## src/rtl/mips_pkg.sv

```systemverilog
// Shared fetch-path types and constants for the instruction-fetch slice.
package mips_pkg;

    localparam int PC_W    = 8;
    localparam int INSTR_W = 32;

    localparam logic [PC_W-1:0] RESET_PC = 8'h00;

    typedef struct packed {
        logic [PC_W-1:0]    pc;
        logic [INSTR_W-1:0] instr;
    } fetch_entry_t;

endpackage

```

## src/rtl/fetch_fifo.sv

```systemverilog
// Synchronous FIFO of fetched {pc, instr} entries with a single-cycle flush.
module fetch_fifo
    import mips_pkg::*;
#(
    parameter int  DEPTH   = 2,
    parameter type entry_t = fetch_entry_t
) (
    input  logic                   clk,
    input  logic                   reset_n,
    input  logic                   flush,
    input  logic                   push,
    input  logic                   pop,
    input  entry_t                 din,
    output entry_t                 dout,
    output logic                   full,
    output logic                   empty,
    output logic [$clog2(DEPTH):0] count
);

    localparam int AW = $clog2(DEPTH);
    localparam logic [AW:0] FULL_CNT = (AW+1)'(DEPTH);

    entry_t          mem [DEPTH];
    logic [AW-1:0]   wr_ptr;
    logic [AW-1:0]   rd_ptr;

    // Storage is cleared on reset so the head never presents X while empty.
    always_ff @(posedge clk) begin
        if (!reset_n) begin
            wr_ptr <= '0;
            rd_ptr <= '0;
            count  <= '0;
            for (int i = 0; i < DEPTH; i++) begin
                mem[i] <= '0;
            end
        end else if (flush) begin
            wr_ptr <= '0;
            rd_ptr <= '0;
            count  <= '0;
        end else begin
            if (push) begin
                mem[wr_ptr] <= din;
                wr_ptr      <= wr_ptr + 1'b1;
            end
            if (pop) begin
                rd_ptr <= rd_ptr + 1'b1;
            end
            case ({push, pop})
                2'b10:   count <= count + 1'b1;
                2'b01:   count <= count - 1'b1;
                default: count <= count;
            endcase
        end
    end

    assign dout  = mem[rd_ptr];
    assign full  = (count == FULL_CNT);
    assign empty = (count == '0);

endmodule

```

## src/rtl/imem_fetch_ctrl.sv

```systemverilog
// Fetch sequencer: owns the fetch PC, reads the combinational ROM and queues
// {pc, instr} pairs for decode; redirects flush the queue and restart fetch.
module imem_fetch_ctrl
    import mips_pkg::*;
#(
    parameter int              PC_W     = mips_pkg::PC_W,
    parameter int              DEPTH    = 2,
    parameter logic [PC_W-1:0] RESET_PC = mips_pkg::RESET_PC
) (
    input  logic               clk,
    input  logic               reset_n,
    output logic [PC_W-3:0]    imem_addr,
    input  logic [31:0]        imem_instr,
    input  logic               redirect,
    input  logic [PC_W-1:0]    redirect_pc,
    output logic               out_valid,
    input  logic               out_ready,
    output logic [31:0]        out_instr,
    output logic [PC_W-1:0]    out_pc,
    output logic               misalign
);

    typedef struct packed {
        logic [PC_W-1:0]    pc;
        logic [INSTR_W-1:0] instr;
    } entry_t;

    logic [PC_W-1:0]        fetch_pc;
    entry_t                 wr_entry;
    entry_t                 head;
    logic                   fifo_full;
    logic                   fifo_empty;
    logic [$clog2(DEPTH):0] fifo_count;
    logic                   pop;
    logic                   fetch_en;

    // A redirect suppresses both ends of the queue; the flush owns that edge.
    assign pop      = ~fifo_empty & out_ready & ~redirect;
    assign fetch_en = reset_n & ~redirect & (~fifo_full | pop);

    assign wr_entry  = '{pc: fetch_pc, instr: imem_instr};
    assign imem_addr = fetch_pc[PC_W-1:2];

    always_ff @(posedge clk) begin
        if (!reset_n) begin
            fetch_pc <= RESET_PC;
            misalign <= 1'b0;
        end else if (redirect) begin
            fetch_pc <= {redirect_pc[PC_W-1:2], 2'b00};
            if (redirect_pc[1:0] != 2'b00) begin
                misalign <= 1'b1;
            end
        end else if (fetch_en) begin
            fetch_pc <= fetch_pc + PC_W'(4);
        end
    end

    fetch_fifo #(
        .DEPTH   (DEPTH),
        .entry_t (entry_t)
    ) u_fifo (
        .clk     (clk),
        .reset_n (reset_n),
        .flush   (redirect),
        .push    (fetch_en),
        .pop     (pop),
        .din     (wr_entry),
        .dout    (head),
        .full    (fifo_full),
        .empty   (fifo_empty),
        .count   (fifo_count)
    );

    assign out_valid = (fifo_count != '0);
    assign out_instr = head.instr;
    assign out_pc    = head.pc;

endmodule

```

## config.mk

```make
export PLATFORM = sky130hd
export DESIGN_NAME = imem_fetch_ctrl
export DESIGN_NICKNAME = d
export VERILOG_FILES = /design/src/rtl/mips_pkg.sv /design/src/rtl/fetch_fifo.sv /design/src/rtl/imem_fetch_ctrl.sv
export SDC_FILE = /design/constraint.sdc
export NUM_CORES = 1
export LEC_CHECK = 0
export CORE_MARGIN = 1.5
export CORE_UTILIZATION = 35
export DETAILED_ROUTE_END_ITERATION = 7
export SYNTH_ARGS = -nofsm -noshare
export SYNTH_HDL_FRONTEND = slang
export SYNTH_HIERARCHICAL = 1
export SYNTH_SLANG_ARGS = --single-unit
export TNS_END_PERCENT = 5
```

## constraint.sdc

```tcl
create_clock -name clk -period 7.4 [get_ports clk]
set_clock_uncertainty 0.05 [all_clocks]
set_input_delay 1.48 -clock clk [delete_from_list [all_inputs] [get_ports clk]]
set_output_delay 1.48 -clock clk [all_outputs]
set_load 0.01 [all_outputs]
```

Word level (Yosys, flattened, before mapping)
Memory sizes are Yosys's and may differ from the RTL's. A register that Yosys moved wholly into a read port is not among the register bits.
Cells that the tools add are included.
W data, S select, Z words.
- $add $sub $neg: 5
- equality and inequality tests: 3
- mux-type cells: 13
- bitwise logic cells: 9
- reduce and logical (&&, ||, !) cells: 8
- operator list (kind ; count):
    $mux W40 ; 1
    $reduce_or A40 Y1 ; 1
    $mux W8 ; 2
    $mux W1 ; 9
    $add A8 B3 Y8 const B ; 1
    $reduce_bool A2 Y1 ; 4
    $and A1 B1 Y1 ; 4
    $eq A2 B2 Y1 const B ; 2
    $not A1 Y1 ; 4
    $pmux W2 S2 ; 1
    $add A1 B1 Y1 const B ; 2
    $add A2 B1 Y2 const B ; 1
    $eq A2 B1 Y1 const B ; 1
    $logic_not A2 Y1 ; 1
    $reduce_and A2 Y1 ; 1
    $reduce_or A2 Y1 ; 1
    $sub A2 B1 Y2 const B ; 1
    $or A1 B1 Y1 ; 1
- bits in registers: 13
- RAM bits: 80
- memories kept: 1
- memory list (name ; words ; width ; rd ports ; clocked after Yosys merged registers in ; wr ports ; line ; source):
    u_fifo.mem ; 2 ; 40 ; 1 ; 1 ; 2 ; fetch_fifo.sv:23 ; entry_t mem [DEPTH];

Logic depth before layout (Yosys ltp)
Gate-level depths: netlist (run 1).
- word-level depth: 12
- depth in mapped cells: 8
- mapped depth without buffers: 8

Modules after synthesis
The synthesis (run 1) kept the hierarchy.
- by module, submodules not included (module ; times used ; cells an instance ; area an instance (um^2)):
    fetch_fifo ; 1 ; 249 ; 3703.6
    imem_fetch_ctrl ; 1 ; 47 ; 392.9

Worst setup path after synthesis (run 1)
No wires, ideal clock.
- path type: input port to flip-flop
- start point: input port reset_n
- end point: memory u_fifo/mem[0][0] (netlist bit), enable pin
- arrival time: 4.953 ns
- slack: 1.904 ns
- stages: 5
- buffers on the path: 1
- path through: buf_4 > nand2_1 > a21oi_1 > or2b_1 > o21ai_0
- RTL lines (item ; line ; source):
    start: declaration ; imem_fetch_ctrl.sv:11 ; input logic reset_n,
    end: declaration ; fetch_fifo.sv:23 ;

==> results of run 1 <==
cells by family (layout without fill, tap and decap cells):
group	after synthesis	count (layout)	synth area share [%]
AO/OA/AOI/OAI	22	22	2.99
XOR/XNOR	8	8	1.71
adder cells (fa/ha/maj)	2	2	0.611
buffers and inverters	25	113	2.78
flip-flops	92	92	64.5
multiplexers	41	41	11.2
other	1	4	0.0915
AND/OR/NAND/NOR	105	105	16.1
synth_stat cells:
cell type  count
ha_1           2
or2b_1         1
buf_4          1
o21ai_0        9
nand4_2        1
mux2i_1        1
or2_2          1
and3_2        16
xor2_1         1
a21oi_1       10
nand2b_1       1
xnor2_1        7
nor2b_1        1
edfxtp_1      80
dfxtp_1       12
mux2_2        40
conb_1         1
nand2b_4       1
clkbuf_1       9
or3_1          1
and3_1        64
and2_1         1
nand3_1        3
nand2_1        5
a21boi_1       1
nor2_1         8
clkbuf_2       8
and2b_2        1
a211oi_2       1
inv_1          2
buf_2          5
o21a_1         1
power groups by stage:
stage	Combinational, mW	Clock (mW)	Sequential (mW)
after floorplan	0.0475	0	0.607
after global placement	0.114	0	0.606
after detailed placement	0.115	0	0.607
after CTS	0.115	0.501	0.595
after global routing	0.123	0.518	0.597
final	0.113	0.491	0.595
per-stage QoR:
| step | instances | setup slack, ns |
|---|---|---|
| floorplan | 299 | 1.90 |
| global placement | 514 | 3.30 |
| detailed placement | 514 | 3.22 |
| CTS | 530 | 3.54 |
| global route | 530 | 3.34 |
| finish | 530 | 3.58 |
flip-flops by register name, indices dropped and copies added (netlist names), named ones only:
signal	flops
u_fifo/mem	80
misalign	1
u_fifo/rd_ptr	1
u_fifo/wr_ptr	1
fetch_pc	6
u_fifo/count	2
worst max path at each step:
stage                        start                              end  slack, ns  cells past startpoint
final                     redirect   u_fifo/mem[0][3]$_SDFFCE_PN0P_       3.58                      7
after CTS                 register                    out_instr[30]       3.54                      2
after detailed placement  redirect  u_fifo/mem[0][18]$_SDFFCE_PN0P_       3.22                      7
after global placement    redirect  u_fifo/mem[0][18]$_SDFFCE_PN0P_       3.30                      7
after floorplan            reset_n   u_fifo/mem[0][0]$_SDFFCE_PN0P_       1.90                      5
after global routing      redirect  u_fifo/mem[0][17]$_SDFFCE_PN0P_       3.34                      7
per-layer routing:
metal  track usage (%)  wire length [um]  share of wire (%)
met1              17.8              3800                 46
met4              5.32               112                1.3
met3              3.66               450                5.4
met5                 0                 0                  0
met2              22.1              3960                 48
cell type report:
| cell class | instances | area [um2] | share of cell area, % |
|---|---|---|---|
| Clock inverter | 7 | 98.8 | 1.80 |
| Multi-Input combinational cell | 182 | 1390 | 25.3 |
| Sequential cell | 92 | 2640 | 48.2 |
| Tap cell | 143 | 179 | 3.26 |
| Timing Repair Buffer | 95 | 941 | 17.2 |
| Clock buffer | 9 | 225 | 4.11 |
| Inverter | 2 | 7.51 | 0.137 |
worst max-delay path: stages:
cell and delay [ns]:
clkdlybuf4s50_1 0.61, inv_1 0.34, nand2_1 0.11, a21oi_1 0.24, or2b_1 0.31, o21ai_4 0.12, buf_4 0.49
placed cells by master, fill, tap and decap left out, types with 2 or more instances in the layout:
| master | n |
|---|---|
| o21ai_0 | 7 |
| inv_6 | 2 |
| buf_4 | 4 |
| dfxtp_1 | 11 |
| and3_1 | 64 |
| and3_2 | 16 |
| o21ai_4 | 2 |
| bufinv_16 | 2 |
| clkdlybuf4s50_1 | 91 |
| nand3_1 | 3 |
| xnor2_1 | 7 |
| ha_1 | 2 |
| a21oi_1 | 10 |
| inv_1 | 2 |
| nor2_1 | 7 |
| mux2_2 | 40 |
| nand2_1 | 5 |
| conb_1 | 4 |
| clkbuf_16 | 9 |
| edfxtp_1 | 80 |
==> flow_summary.json, run 1 <==
{
  "min_to": "misalign$_SDFFE_PN0P_",
  "power_switching_mw": 0.254,
  "ant_nets": 0,
  "p_leak_nw": 2.27,
  "num_vias": 2619,
  "setup.worst_path.end_class": "register",
  "cts_resized": 0,
  "slew_violations": 0,
  "hold_viol": 0,
  "drtIter0Drc": 138,
  "die_w_um": 111,
  "fmax_ghz": 0.262,
  "drive_gt1_share_pct": 22.2,
  "area_delta_synth_final_pct": 33.9,
  "finish.utilization_pct": 48.0,
  "insertion_delay_ns": 0.33,
  "drc": 0,
  "overflow": 0,
  "ctsHoldBuffers": 0,
  "dieArea_um2": 12400,
  "startpoint_type": "primary input",
  "crit_arrival_ns": 3.74,
  "avgSynthCellArea_um2": 13.8,
  "synth_top_area_share_pct": 58.6,
  "regToRegStartpoint": "u_fifo/count[0]$_SDFFE_PP0P_",
  "sw_frac_of_total_pct": 21.2,
  "reg2reg_slack_ns": 5.09,
  "routed_via_density": 4.94,
  "synth_largest_area_cell": "edfxtp_1",
  "yosysUniqueCellTypes": 32,
  "cts.sinks": 92,
  "grt_max_degree": 81,
  "dr.pass1.iters": 4,
  "cts_made_buffers": 9,
  "hp-class": "reg2reg",
  "p_total_mw": 1.20,
  "cts_setup_buffers": 0,
  "synth_cells": 296,
  "internal_power_mw": 0.945,
  "r2r_end": "u_fifo/mem[0][3]$_SDFFCE_PN0P_",
  "rsz0062_at_grt": "no",
  "status": "complete, no violations",
  "core_um2": 11400,
  "n_fill_cell": 1055,
  "nets": 428,
  "dp_hpwl_mm": 4.92,
  "path_clk_slew_ns": 0.06,
  "gp_congestion": 0.728,
  "maxCapViolations": 0,
  "hold_slack_ns": 0.420,
  "power_density_nw_per_um2": 219,
  "mappedNetlistArea_um2": 4100,
  "io_pins": 92,
  "numPortBuffers": 91,
  "cts_root_buf": "clkbuf_16",
  "seqPwrFrac_pct": 49.6,
  "yosysWarnings": 6,
  "finalInstanceArea_um2": 5480,
  "wl_mm": 8.32,
  "clockPowerShare_pct": 40.9,
  "htreeDepth": 3,
  "hp-start": "misalign$_SDFFE_PN0P_",
  "critical_path_class": "in2reg",
  "rows": 39,
  "cts_tree": "done",
  "setup_tns_ns": 0,
  "die_h_um": 111,
  "slew_headroom_pct": 33.6,
  "min_path_cells": 1,
  "required_ns": 7.32,
  "antenna_found_initial": 0,
  "start_util_pct": 35.9,
  "finalCritPeriodShare_pct": 51.6,
  "num_antenna_cells": 0,
  "worstMarginPinSlew_ns": 0.996,
  "clk_path_buf_depth": 2,
  "grt_first_pass_wirelength_mm": 13.4,
  "wl_per_cell_um": 15.7,
  "ys_seq_area_share_pct": 64.5,
  "ys_ff_latch": 92,
  "setup_viol": 0,
  "ir_worst_vdd_uv": 90.2,
  "synth_area_leaders": "edfxtp_1 59%, mux2_2 11%, and3_1 9.8%, dfxtp_1 5.9%, and3_2 2.9%",
  "grt_pass1_vias": 2625,
  "grt.total_usage_pct": 13.8,
  "cp_max_fo": 40,
  "reg2regPathDepth": 5,
  "place_area_um2": 5160,
  "pwr-share-comb_pct": 9.4,
  "period_minus_slack_ns": 3.82
}
Note: power is estimated with default switching activity, not from simulation.
==> run 2, diff against run 1 <==
clock period = 3.9 ns   (was 7.4 ns; I/O delays follow)
==> flow_summary.json, run 2 (synthesis results as in run 1) <==
{
  "min_path_cells": 1,
  "drc": 0,
  "path_delay_family": "buffers and inverters",
  "setup.worst_path.end_class": "register",
  "largest_reg_flops": 80,
  "path_buf_inv": 3,
  "setup_viol": 0,
  "gp_congestion": 0.730,
  "start_util_pct": 35.9,
  "dp_hpwl_mm": 4.95,
  "status": "complete, no violations",
  "place_ws_ns": 0.688,
  "area_delta_synth_final_pct": 34.3,
  "io_pins": 92,
  "layout_common_cells": "91 x clkdlybuf4s50_1, 80 x edfxtp_1, 64 x and3_1",
  "cp_max_fo": 40,
  "drtIter0Drc": 62,
  "power_density_nw_per_um2": 402,
  "reg2reg_slack_ns": 1.83,
  "cts_root_buf": "clkbuf_16",
  "n_fill_cell": 1043,
  "startpoint_type": "primary input",
  "multi_input_comb_area_um2": 1380,
  "path_cells": "clkdlybuf4s50_1 -> inv_1 -> nand2_1 -> a21oi_1 -> or2b_1 -> o21ai_4 -> buf_12",
  "maxCapViolations": 0,
  "wl_per_cell_um": 15.8,
  "reg.largest.list": "u_fifo/mem (80), fetch_pc (6), u_fifo/count (2)",
  "p_total_mw": 2.21,
  "dieArea_um2": 12400,
  "p_leak_nw": 2.27,
  "num_vias": 2601,
  "crit_arrival_ns": 2.84,
  "slowest_stage": "clkdlybuf4s50_1",
  "critical_path_class": "in2reg",
  "regArea_um2": 2640,
  "dr.pass1.iters": 4,
  "reg2regPathDepth": 5,
  "ir_worst_vdd_uv": 189,
  "routed_via_density": 4.88,
  "cts_setup_buffers": 0,
  "slew_headroom_pct": 59.7,
  "required_ns": 3.87,
  "period_minus_slack_ns": 2.87,
  "grt_pass1_vias": 2656,
  "core_um2": 11400,
  "cts_made_buffers": 9,
  "cts_tree": "done",
  "antenna_found_initial": 0,
  "overflow": 0,
  "numPortBuffers": 91,
  "ctsHoldBuffers": 0,
  "worstMarginPinSlew_ns": 0.605,
  "num_antenna_cells": 0,
  "die_h_um": 111,
  "final_common_cell": "clkdlybuf4s50_1",
  "htreeDepth": 3,
  "finalCritPeriodShare_pct": 73.6,
  "path_clk_slew_ns": 0.06,
  "rsz0062_at_grt": "no",
  "finish.utilization_pct": 48.2,
  "cts.sinks": 92,
  "fmax_ghz": 0.348,
  "wl_mm": 8.40,
  "drive_gt1_share_pct": 22.6,
  "grt_max_degree": 81,
  "insertion_delay_ns": 0.33,
  "hp-class": "reg2reg",
  "cts_resized": 0,
  "rows": 39,
  "slew_violations": 0,
  "grt_first_pass_wirelength_mm": 13.5,
  "hold_viol": 0,
  "die_w_um": 111,
  "setup_tns_ns": 0,
  "nets": 431,
  "regMostFlops": "u_fifo/mem",
  "grt.total_usage_pct": 14.1,
  "fin_ws_ns": 1.03,
  "clk_path_buf_depth": 2,
  "slowest_delay_ns": 0.62,
  "ant_nets": 0,
  "worst-path-stages": 7
}
run 2: changes by cell type in the layout (fill, tap and decap cells not counted):
cell	change
buf_12	+2
buf_4	+1
clkinvlp_4	+2
clkinv_1	+1
nor2_4	-1
bufinv_16	-1
clkinv_2	-1
clkinv_4	-1
nor2_2	+1
run 2: area by class of cell:
type	instances	area share (%)
clock buffers	9	4.09
clock inverters	7	1.34
inverters	2	0.136
multi-input cells	182	25.2
flip-flops and latches	92	48.1
well taps	143	3.25
repair buffers	98	18.0
run 2: worst paths after layout:
| path | startpoint | end |
|---|---|---|
| max reg2reg | u_fifo/count[0]$_SDFFE_PP0P_ | u_fifo/mem[0][11]$_SDFFCE_PN0P_ |
| min reg2reg | misalign$_SDFFE_PN0P_ | misalign$_SDFFE_PN0P_ |
| max | redirect | u_fifo/mem[0][11]$_SDFFCE_PN0P_ |
| min | misalign$_SDFFE_PN0P_ | misalign$_SDFFE_PN0P_ |
run 2: worst reg2reg max path, cell delays in order, from the launching register on:
cell	delay, ns
dfxtp_1	0.42
and2b_2	0.30
a21oi_1	0.26
or2b_1	0.31
o21ai_4	0.16
buf_12	0.26
run 2: power breakdown:
| part | total, mW | switching [mW] | internal, mW |
|---|---|---|---|
| clock network | 0.865 | 0.367 | 0.499 |
| registers | 1.13 | 0.0180 | 1.11 |
| logic | 0.221 | 0.0982 | 0.123 |
| total | 2.21 | 0.483 | 1.73 |
run 2: metrics by stage:
stage               hold slack [ns]  area [um2]  std cells
finish                        0.441        5500        533
global route                  0.484        5500        533
CTS                           0.460        5500        533
detailed placement            0.436        5200        517
global placement              0.402        5200        517
floorplan                     0.418        4110        299
run 2: per-layer routing:
| metal | track usage [%] | vias to the layer above | share of wire, % |
|---|---|---|---|
| li1 | - | 1284 | - |
| met1 | 18.0 | 1231 | 46 |
| met2 | 22.7 | 70 | 47 |
| met3 | 3.23 | 16 | 4.4 |
| met4 | 6.92 | 0 | 2.5 |
| met5 | 0 | - | 0 |
==> run 3, diff against run 2 <==
clock period = 3 ns   (was 3.9 ns; I/O delays follow)
==> flow_summary.json, run 3 (synthesis results as in run 1) <==
{
  "status": "complete, no violations",
  "wl_per_cell_um": 16.4,
  "grt.total_usage_pct": 14.7,
  "ctsHoldBuffers": 0,
  "wl_mm": 8.84,
  "core_um2": 11400,
  "grt_pass1_vias": 2808,
  "crit_arrival_ns": 1.80,
  "reg.largest.list": "u_fifo/mem (80), fetch_pc (6), u_fifo/count (2)",
  "num_vias": 2679,
  "dp_hpwl_mm": 5.58,
  "layout_common_cells": "91 x clkdlybuf4s50_1, 80 x edfxtp_1, 64 x and3_1",
  "dieArea_um2": 12400,
  "startpoint_type": "register",
  "finish.utilization_pct": 48.8,
  "dr.pass1.iters": 5,
  "clk_path_buf_depth": 2,
  "path_clk_slew_ns": 0.07,
  "cts.sinks": 92,
  "power_density_nw_per_um2": 524,
  "htreeDepth": 3,
  "grt_max_degree": 65,
  "finalCritPeriodShare_pct": 81.5,
  "min_path_cells": 1,
  "numPortBuffers": 91,
  "r2r_end": "u_fifo/count[1]$_SDFFE_PP0P_",
  "hold_viol": 0,
  "cts_made_buffers": 9,
  "io_pins": 92,
  "drc": 0,
  "p_total_mw": 2.92,
  "hp-start": "misalign$_SDFFE_PN0P_",
  "area_delta_synth_final_pct": 36.1,
  "drtIter0Drc": 165,
  "regMostFlops": "u_fifo/mem",
  "die_w_um": 111,
  "drive_gt1_share_pct": 23.8,
  "reg2regPathDepth": 6,
  "ir_worst_vdd_uv": 414,
  "p_leak_nw": 2.32,
  "insertion_delay_ns": 0.33,
  "largest_reg_flops": 80,
  "cts_tree": "done",
  "period_minus_slack_ns": 2.45,
  "path_delay_family": "buffers and inverters",
  "required_ns": 2.35,
  "setup_viol": 0,
  "nets": 436,
  "grt_first_pass_wirelength_mm": 14.3,
  "slowest_stage": "clkdlybuf4s50_1",
  "die_h_um": 111,
  "path_buf_inv": 2,
  "gp_congestion": 0.759,
  "n_fill_cell": 1045,
  "regToRegStartpoint": "u_fifo/count[0]$_SDFFE_PP0P_",
  "hp-class": "reg2reg",
  "final_common_cell": "clkdlybuf4s50_1",
  "slew_violations": 0,
  "reg2reg_slack_ns": 0.96,
  "hold_slack_ns": 0.441,
  "cp_max_fo": 40,
  "routed_via_density": 4.98,
  "cts_root_buf": "clkbuf_16",
  "cts_setup_buffers": 0,
  "setup.worst_path.end_class": "output port",
  "num_antenna_cells": 0,
  "maxCapViolations": 0,
  "path_cells": "buf_12 -> mux2_2 -> clkdlybuf4s50_1",
  "start_util_pct": 35.9,
  "critical_path_class": "reg2out",
  "antenna_found_initial": 0,
  "overflow": 0,
  "min_to": "misalign$_SDFFE_PN0P_",
  "rows": 39,
  "fmax_ghz": 0.409,
  "ant_nets": 0,
  "slowest_delay_ns": 0.48,
  "rsz0062_at_grt": "no",
  "cts_resized": 0
}
run 3: changes by cell type in the layout (fill, tap and decap cells not counted):
cell | previous run | this run
buf_4 | 5 | 8
buf_12 | 2 | 4
clkinv_4 | 0 | 2
clkinvlp_4 | 3 | 1
clkinv_1 | 1 | 0
inv_8 | 0 | 1
run 3: per-stage QoR:
step	cells	area (um2)	worst slack [ns]	setup TNS (ns)
detailed placement	522	5270	0.437	0
CTS	538	5570	0.519	0
global route	538	5570	0.461	0
global placement	522	5270	0.485	0
floorplan	299	4110	-0.346	-13.85
finish	538	5570	0.554	0
run 3: worst max path at each step:
stage                          from  slack (ns)  cells after the start                              to
after floorplan             reset_n       -0.35                      5  u_fifo/mem[1][0]$_SDFFCE_PN0P_
after global placement    out_ready        0.48                      6  u_fifo/mem[0][4]$_SDFFCE_PN0P_
after detailed placement  out_ready        0.44                      6  u_fifo/mem[1][4]$_SDFFCE_PN0P_
after CTS                  register        0.52                      3                   out_instr[31]
after global routing       register        0.46                      3                   out_instr[31]
final                      register        0.55                      3                   out_instr[26]
run 3: layout make-up:
class	instances	area [um2]	area share, %
Clock inverter	7	83.8	1.50
Multi-Input combinational cell	182	1380	24.8
Tap cell	143	179	3.21
Clock buffer	9	225	4.04
Timing Repair Buffer	103	1050	18.9
Sequential cell	92	2640	47.4
Inverter	2	7.51	0.135
run 3: per-layer routing:
metal / part of all wire (%) / track usage, % / vias to the layer above
li1: - / - / 1286
met1: 43 / 18.8 / 1306
met2: 49 / 24.3 / 79
met3: 6.4 / 4.48 / 8
met4: 1.1 / 3.80 / 0
met5: 0 / 0 / -
run 3: where the power goes:
part | switching, mW | internal, mW
combinational | 0.132 | 0.166
sequential | 0.0241 | 1.44
clock | 0.498 | 0.661
total | 0.654 | 2.27
